`src/rtl/framebuffer_scanout.sv`:
```
// rtl/framebuffer_scanout.sv - VGA raster scanout of a SCALE-replicated, double-buffered framebuffer
// Two-stage pipeline: counters -> RAM/flags -> pins; buffer swaps only at the first vblank line.
module framebuffer_scanout #(
  parameter int BUFFER_WIDTH      = 160,
  parameter int BUFFER_HEIGHT     = 120,
  parameter int BUFFER_DATA_WIDTH = 12,
  parameter int BUFFER_ADDR_WIDTH = $clog2(BUFFER_WIDTH * BUFFER_HEIGHT),
  parameter int SCALE             = 4,
  parameter int H_VISIBLE         = 640,
  parameter int H_FRONT           = 16,
  parameter int H_SYNC            = 96,
  parameter int H_BACK            = 48,
  parameter int V_VISIBLE         = 480,
  parameter int V_FRONT           = 10,
  parameter int V_SYNC            = 2,
  parameter int V_BACK            = 33
) (
  input  logic                         clk,
  input  logic                         rstn,
  output logic [BUFFER_ADDR_WIDTH-1:0] read_addr,
  output logic                         read_buf_sel,
  input  logic [BUFFER_DATA_WIDTH-1:0] read_data,
  input  logic                         swap_req,
  output logic                         swap_ack,
  output logic                         active_buffer,
  output logic                         vblank_start,
  output logic                         hsync,
  output logic                         vsync,
  output logic [3:0]                   vga_r,
  output logic [3:0]                   vga_g,
  output logic [3:0]                   vga_b
);

  localparam int H_TOTAL = H_VISIBLE + H_FRONT + H_SYNC + H_BACK;
  localparam int V_TOTAL = V_VISIBLE + V_FRONT + V_SYNC + V_BACK;
  localparam int HW      = $clog2(H_TOTAL);
  localparam int VW      = $clog2(V_TOTAL);
  localparam int AW      = BUFFER_ADDR_WIDTH;
  localparam int SHIFT   = $clog2(SCALE);

  localparam logic [HW-1:0] H_LAST   = HW'(H_TOTAL - 1);
  localparam logic [HW-1:0] H_VIS    = HW'(H_VISIBLE);
  localparam logic [HW-1:0] HS_BEGIN = HW'(H_VISIBLE + H_FRONT);
  localparam logic [HW-1:0] HS_END   = HW'(H_VISIBLE + H_FRONT + H_SYNC);
  localparam logic [VW-1:0] V_LAST   = VW'(V_TOTAL - 1);
  localparam logic [VW-1:0] V_VIS    = VW'(V_VISIBLE);
  localparam logic [VW-1:0] VS_BEGIN = VW'(V_VISIBLE + V_FRONT);
  localparam logic [VW-1:0] VS_END   = VW'(V_VISIBLE + V_FRONT + V_SYNC);
  localparam logic [AW-1:0] ROW_PITCH = AW'(BUFFER_WIDTH);

  typedef enum logic {
    S_IDLE,
    S_PENDING
  } swap_state_e;

  logic [HW-1:0] h_cnt_q, h_cnt_d;
  logic [VW-1:0] v_cnt_q, v_cnt_d;
  logic          visible;
  logic          hsync_region;
  logic          vsync_region;
  logic          swap_point;
  logic [AW-1:0] addr_calc;

  logic          vis1_q;
  logic          hs1_q;
  logic          vs1_q;
  logic          hsync_q;
  logic          vsync_q;
  logic [3:0]    r_q, g_q, b_q;

  swap_state_e   state_q;
  logic          active_q;
  logic          ack_q;
  logic          vbs_q;

  always_comb begin
    h_cnt_d = h_cnt_q + HW'(1);
    v_cnt_d = v_cnt_q;
    if (h_cnt_q == H_LAST) begin
      h_cnt_d = '0;
      v_cnt_d = (v_cnt_q == V_LAST) ? '0 : v_cnt_q + VW'(1);
    end
  end

  always_ff @(posedge clk) begin
    if (!rstn) begin
      h_cnt_q <= '0;
      v_cnt_q <= '0;
    end else begin
      h_cnt_q <= h_cnt_d;
      v_cnt_q <= v_cnt_d;
    end
  end

  assign visible      = (h_cnt_q < H_VIS) && (v_cnt_q < V_VIS);
  assign hsync_region = (h_cnt_q >= HS_BEGIN) && (h_cnt_q < HS_END);
  assign vsync_region = (v_cnt_q >= VS_BEGIN) && (v_cnt_q < VS_END);
  assign swap_point   = (h_cnt_q == '0) && (v_cnt_q == V_VIS);

  // Each stored pixel covers a SCALE x SCALE block; wrap in AW bits is intended.
  assign addr_calc = AW'(h_cnt_q >> SHIFT) + (AW'(v_cnt_q >> SHIFT) * ROW_PITCH);
  assign read_addr = visible ? addr_calc : '0;

  always_ff @(posedge clk) begin
    if (!rstn) begin
      vis1_q  <= 1'b0;
      hs1_q   <= 1'b1;
      vs1_q   <= 1'b1;
      hsync_q <= 1'b1;
      vsync_q <= 1'b1;
      r_q     <= '0;
      g_q     <= '0;
      b_q     <= '0;
    end else begin
      vis1_q  <= visible;
      hs1_q   <= ~hsync_region;
      vs1_q   <= ~vsync_region;
      hsync_q <= hs1_q;
      vsync_q <= vs1_q;
      if (vis1_q) begin
        r_q <= read_data[11:8];
        g_q <= read_data[7:4];
        b_q <= read_data[3:0];
      end else begin
        r_q <= '0;
        g_q <= '0;
        b_q <= '0;
      end
    end
  end

  // A request coinciding with the swap point is honoured in the same frame.
  always_ff @(posedge clk) begin
    if (!rstn) begin
      state_q  <= S_IDLE;
      active_q <= 1'b0;
      ack_q    <= 1'b0;
      vbs_q    <= 1'b0;
    end else begin
      vbs_q <= swap_point;
      ack_q <= 1'b0;
      case (state_q)
        S_IDLE: begin
          if (swap_req && swap_point) begin
            active_q <= ~active_q;
            ack_q    <= 1'b1;
          end else if (swap_req) begin
            state_q <= S_PENDING;
          end
        end
        S_PENDING: begin
          if (swap_point) begin
            active_q <= ~active_q;
            ack_q    <= 1'b1;
            state_q  <= S_IDLE;
          end
        end
      endcase
    end
  end

  assign read_buf_sel  = active_q;
  assign active_buffer = active_q;
  assign swap_ack      = ack_q;
  assign vblank_start  = vbs_q;
  assign hsync         = hsync_q;
  assign vsync         = vsync_q;
  assign vga_r         = r_q;
  assign vga_g         = g_q;
  assign vga_b         = b_q;

endmodule

```
`config.mk`:
```
export PLATFORM = sky130hd
export DESIGN_NAME = framebuffer_scanout
export DESIGN_NICKNAME = d
export VERILOG_FILES = /design/src/rtl/framebuffer_scanout.sv
export SDC_FILE = /design/constraint.sdc
export NUM_CORES = 1
export LEC_CHECK = 0
export BUFFER_PORTS_ARGS = -buffer_cell sky130_fd_sc_hd__buf_4
export CAP_MARGIN = 0
export CORE_MARGIN = 5
export CORE_UTILIZATION = 25
export CTS_CLUSTER_DIAMETER = 50
export DETAILED_ROUTE_END_ITERATION = 10
export GPL_TIMING_DRIVEN = 1
export PLACE_DENSITY = 0.49
export SYNTH_ARGS = -nofsm -noshare
export SYNTH_HDL_FRONTEND = slang
export SYNTH_SLANG_ARGS = --single-unit
```
`constraint.sdc`:
```
create_clock -name clk -period 3.04 [get_ports clk]
set_input_delay 0.152 -clock clk [delete_from_list [all_inputs] [get_ports clk]]
set_output_delay 0.152 -clock clk [all_outputs]
set_load 0.1 [all_outputs]
```
==> results.md <==
* Status: finished, final reports clean
* CTS buffer count at 5
* Leak at about 1.4 nW
* Ant diodes at 0
* Most frequent cells in the layout: buf_4 (52), dfxtp_1 (38), nor2_1 (28)
* Final Hold Vio Count at 0
* Logic gate share of total power at 0.090
* Flop2flop setup slack at approximately 1.2 ns
* Crit path kind: reg -> out
* R2R depth at 6
* Register area share after synthesis at 0.366
* DIE AREA at roughly 0.011 mm^2
* Area leader, netlist: dfxtp_1
* Placed inst area at 0.00276 mm^2
* Clock Sinks at 41
* Clk pwr share at 0.437
* Via density at 4.59
* Max Cap Viol at 0
* Die Wd at 105 um
* Clock Tree Root: clkbuf_8
* Post-DP HPWL at 3890 um
* Switching power at 0.000268 W
* Main synth FF type: dfxtp_1
* Cell area after synthesis at ~0.0022 mm^2
* Class of the worst hold path: in -> reg
* Synth warnings at 0
* Latest clock arrival within the worst-skew pair at 0.29 ns
* Min-Delay Path Depth at 2
* Final Cycle Share at 0.969
* Worst clock skew at 0.00633 ns
* Post-Route WL at 5100 um
* Most common library cell in the layout ignoring fill and taps: buf_4
* PortBufs at 47
* Crit path from: v_cnt_q[5]$_SDFFE_PN0P_
* Critical path launch point type: flop
* DR vias at 1876
* Peak VDD IR at 0.188 mV
* Remaining Overflow, GRT at 0
* Area grow syn2layout at 31.5%
* Slew Viols, Final at 0
* Core area at 0.00872 mm^2
* Clock transition at path regs at 0.08 ns
* Sw frac at 0.228
* Share of post-route cells with drive strength above 1 at 0.286
* Arrival @ worst endpoint at 2.79 ns
* Syn avg cell area at 9.05 um^2
* Post-place setup slack at 0.230 ns
* Post-Syn Instances at 248
* Final setup viols at 0
* TritonCTS clock tree: built
* H-Tree Depth at 2
* Fin cells at 409
* Placed Cells at 400
* Crit. End Element: output pin
* Drt drc at 0
* CP endpoint: read_addr[14]
* Max Clock Freq at 0.339 GHz
* Vias in the first global route at 1821
* Seq pwr share at 0.473
* Library cells used by synthesis at 46
* # rows at 34
* Pre-Repair DR Iteration Count at 4
* Int Pwr at 0.000905 W
* First-pass GRT wire length at 8810 um
* Final WS setup at around 0.094 ns
* Initial core utilization at 0.257
* Flops & latches, synth at 41
* Pin count of the biggest net entering global routing at 29
* Final ANT Viol Nets at 0
* PD cells at 398 mW/mm^2
* Top cells by area, synth: dfxtp_1 (37%), ha_1 (11%), xor2_1 (6.6%)
* Syn nets at 284
* Worst slew pin tran at 0.377 ns
* CTS Hold Bufs at 0
* Clock Path Buffers at 2
* Height of the die at 105 um
* CP Max Fanout at 7
* DR iter-0 viols at 65
* Num ports at 48
* Final std cell area, no fill at approximately 0.0030 mm^2
* RR Endpoint: v_cnt_q[9]$_SDFFE_PN0P_
* Fin Setup TNS at 0 ns
* Post-synth top area share at 0.366
* Reg2reg start: h_cnt_q[0]$_SDFF_PP0_
* Slew headroom at 0.747
* Number of synthesized flops with an enable pin at 0
* Fin nets at 336
* Initial antenna violation count at 0
* Ys async rst share at 0
* GRT Overall Usage at 0.0936
* Tmin final at 2.95 ns
* DR WL/cell at 12.5 um
* CP required at between 2 and 3 ns
* GPL Wtd Cong at roughly 0.76
==> power by group through the flow <==
| stage | Combinational, W | Sequential [W] | Clock, W |
|---|---|---|---|
| 6_report | 0.000105 | 0.000555 | 0.000513 |
| 4_1_cts | 0.000106 | 0.000555 | 0.000531 |
| 3_3_place_gp | 0.000106 | 0.000568 | 0 |
| 5_1_grt | 0.000113 | 0.000558 | 0.000558 |
| 2_1_floorplan | 0.0000320 | 0.000612 | 0 |
| 3_5_place_dp | 0.000106 | 0.000568 | 0 |
==> layer usage <==
metal | wire length, um | vias up | GRT usage
met1 | 2350 | 886 | 0.125
li1 | - | 964 | -
met3 | 132 | 4 | 0.0173
met2 | 2570 | 22 | 0.154
met5 | 0 | - | 0
met4 | 46 | 0 | 0.0265
==> state kept, by name, summed over array words and instances (netlist names) <==
register       count
active_buffer      1
h_cnt_q           10
hs1_q              1
hsync              1
state_q            1
swap_ack           1
v_cnt_q           10
vblank_start       1
vga_b              4
vga_g              4
vga_r              4
vis1_q             1
vs1_q              1
vsync              1
==> synthesized netlist by cell type, drive strengths merged (2+ instances only) <==
cell type and instances:
dfxtp 41, nor2 32, and3 20, ha 19, xor2 17, and2 13, nand2 13, nand4 8
inv 7, o21ai 7, xnor2 7, nand3 6, nor3 6, a21oi 5, clkbuf 5, nor2b 5
a211oi 3, buf 3, nand2b 3, nor4 3, nor4b 3, or3 3, and3b 2, and4 2
fa 2, mux2i 2
==> worst min path at each step <==
| stage | from | to |
|---|---|---|
| 3_3_place_gp | read_data[7] | vga_g[3]$_SDFF_PN0_ |
| 6_report | read_data[4] | vga_g[0]$_SDFF_PN0_ |
| 5_1_grt | read_data[4] | vga_g[0]$_SDFF_PN0_ |
| 2_1_floorplan | read_data[0] | vga_b[0]$_SDFF_PN0_ |
| 3_5_place_dp | read_data[4] | vga_g[0]$_SDFF_PN0_ |
| 4_1_cts | read_data[4] | vga_g[0]$_SDFF_PN0_ |
==> metrics by stage <==
stage / total power (W) / hold WS, ns / util
2_1_floorplan: 0.000644 / 0.311 / -
3_3_place_gp: 0.000674 / 0.392 / 0.316
3_5_place_dp: 0.000674 / 0.395 / 0.316
4_1_cts: 0.00119 / 0.0891 / 0.333
5_1_grt: 0.00123 / 0.0798 / 0.338
6_report: 0.00117 / 0.0972 / 0.338
==> repair_timing <==
action | CTS | global route
resized for setup | 2 | 10
buffers inserted | 1 | 0
pin swaps | 0 | 6
endpoints found under the setup margin | 2 | 3
==> kinds of logic (layout without fill, tap and decap cells) <==
family / count (synthesis) / after routing / share of synthesized area
and+or+nand+nor: 124 / 124 / 0.317
AOI/OAI and AO/OA: 21 / 21 / 0.0608
adders and majority gates: 21 / 21 / 0.124
xor gates and xnor gates: 24 / 24 / 0.0936
buffers and inverters: 15 / 68 / 0.0307
DFF: 41 / 41 / 0.366
muxes: 2 / 2 / 0.00892
==> area by class of cell <==
type	count	area, um^2
Clock inverter	3	65.1
Tap cell	108	135
Fill cell	887	5770
Multi-Input combinational cell	192	1430
Timing Repair Buffer	53	402
Inverter	7	26.3
Sequential cell	41	825
Clock buffer	5	68.8
==> worst max-delay path, cell delays in order, from the launching register on <==
cell and delay [ns]:
dfxtp_1 0.32, buf_4 0.16, ha_1 0.29, ha_1 0.40
o21ai_2 0.24, nor2_1 0.12, and4bb_1 0.31, and3b_1 0.20
mux2i_2 0.22, buf_6 0.25
Power figures use the tool's default switching activity.
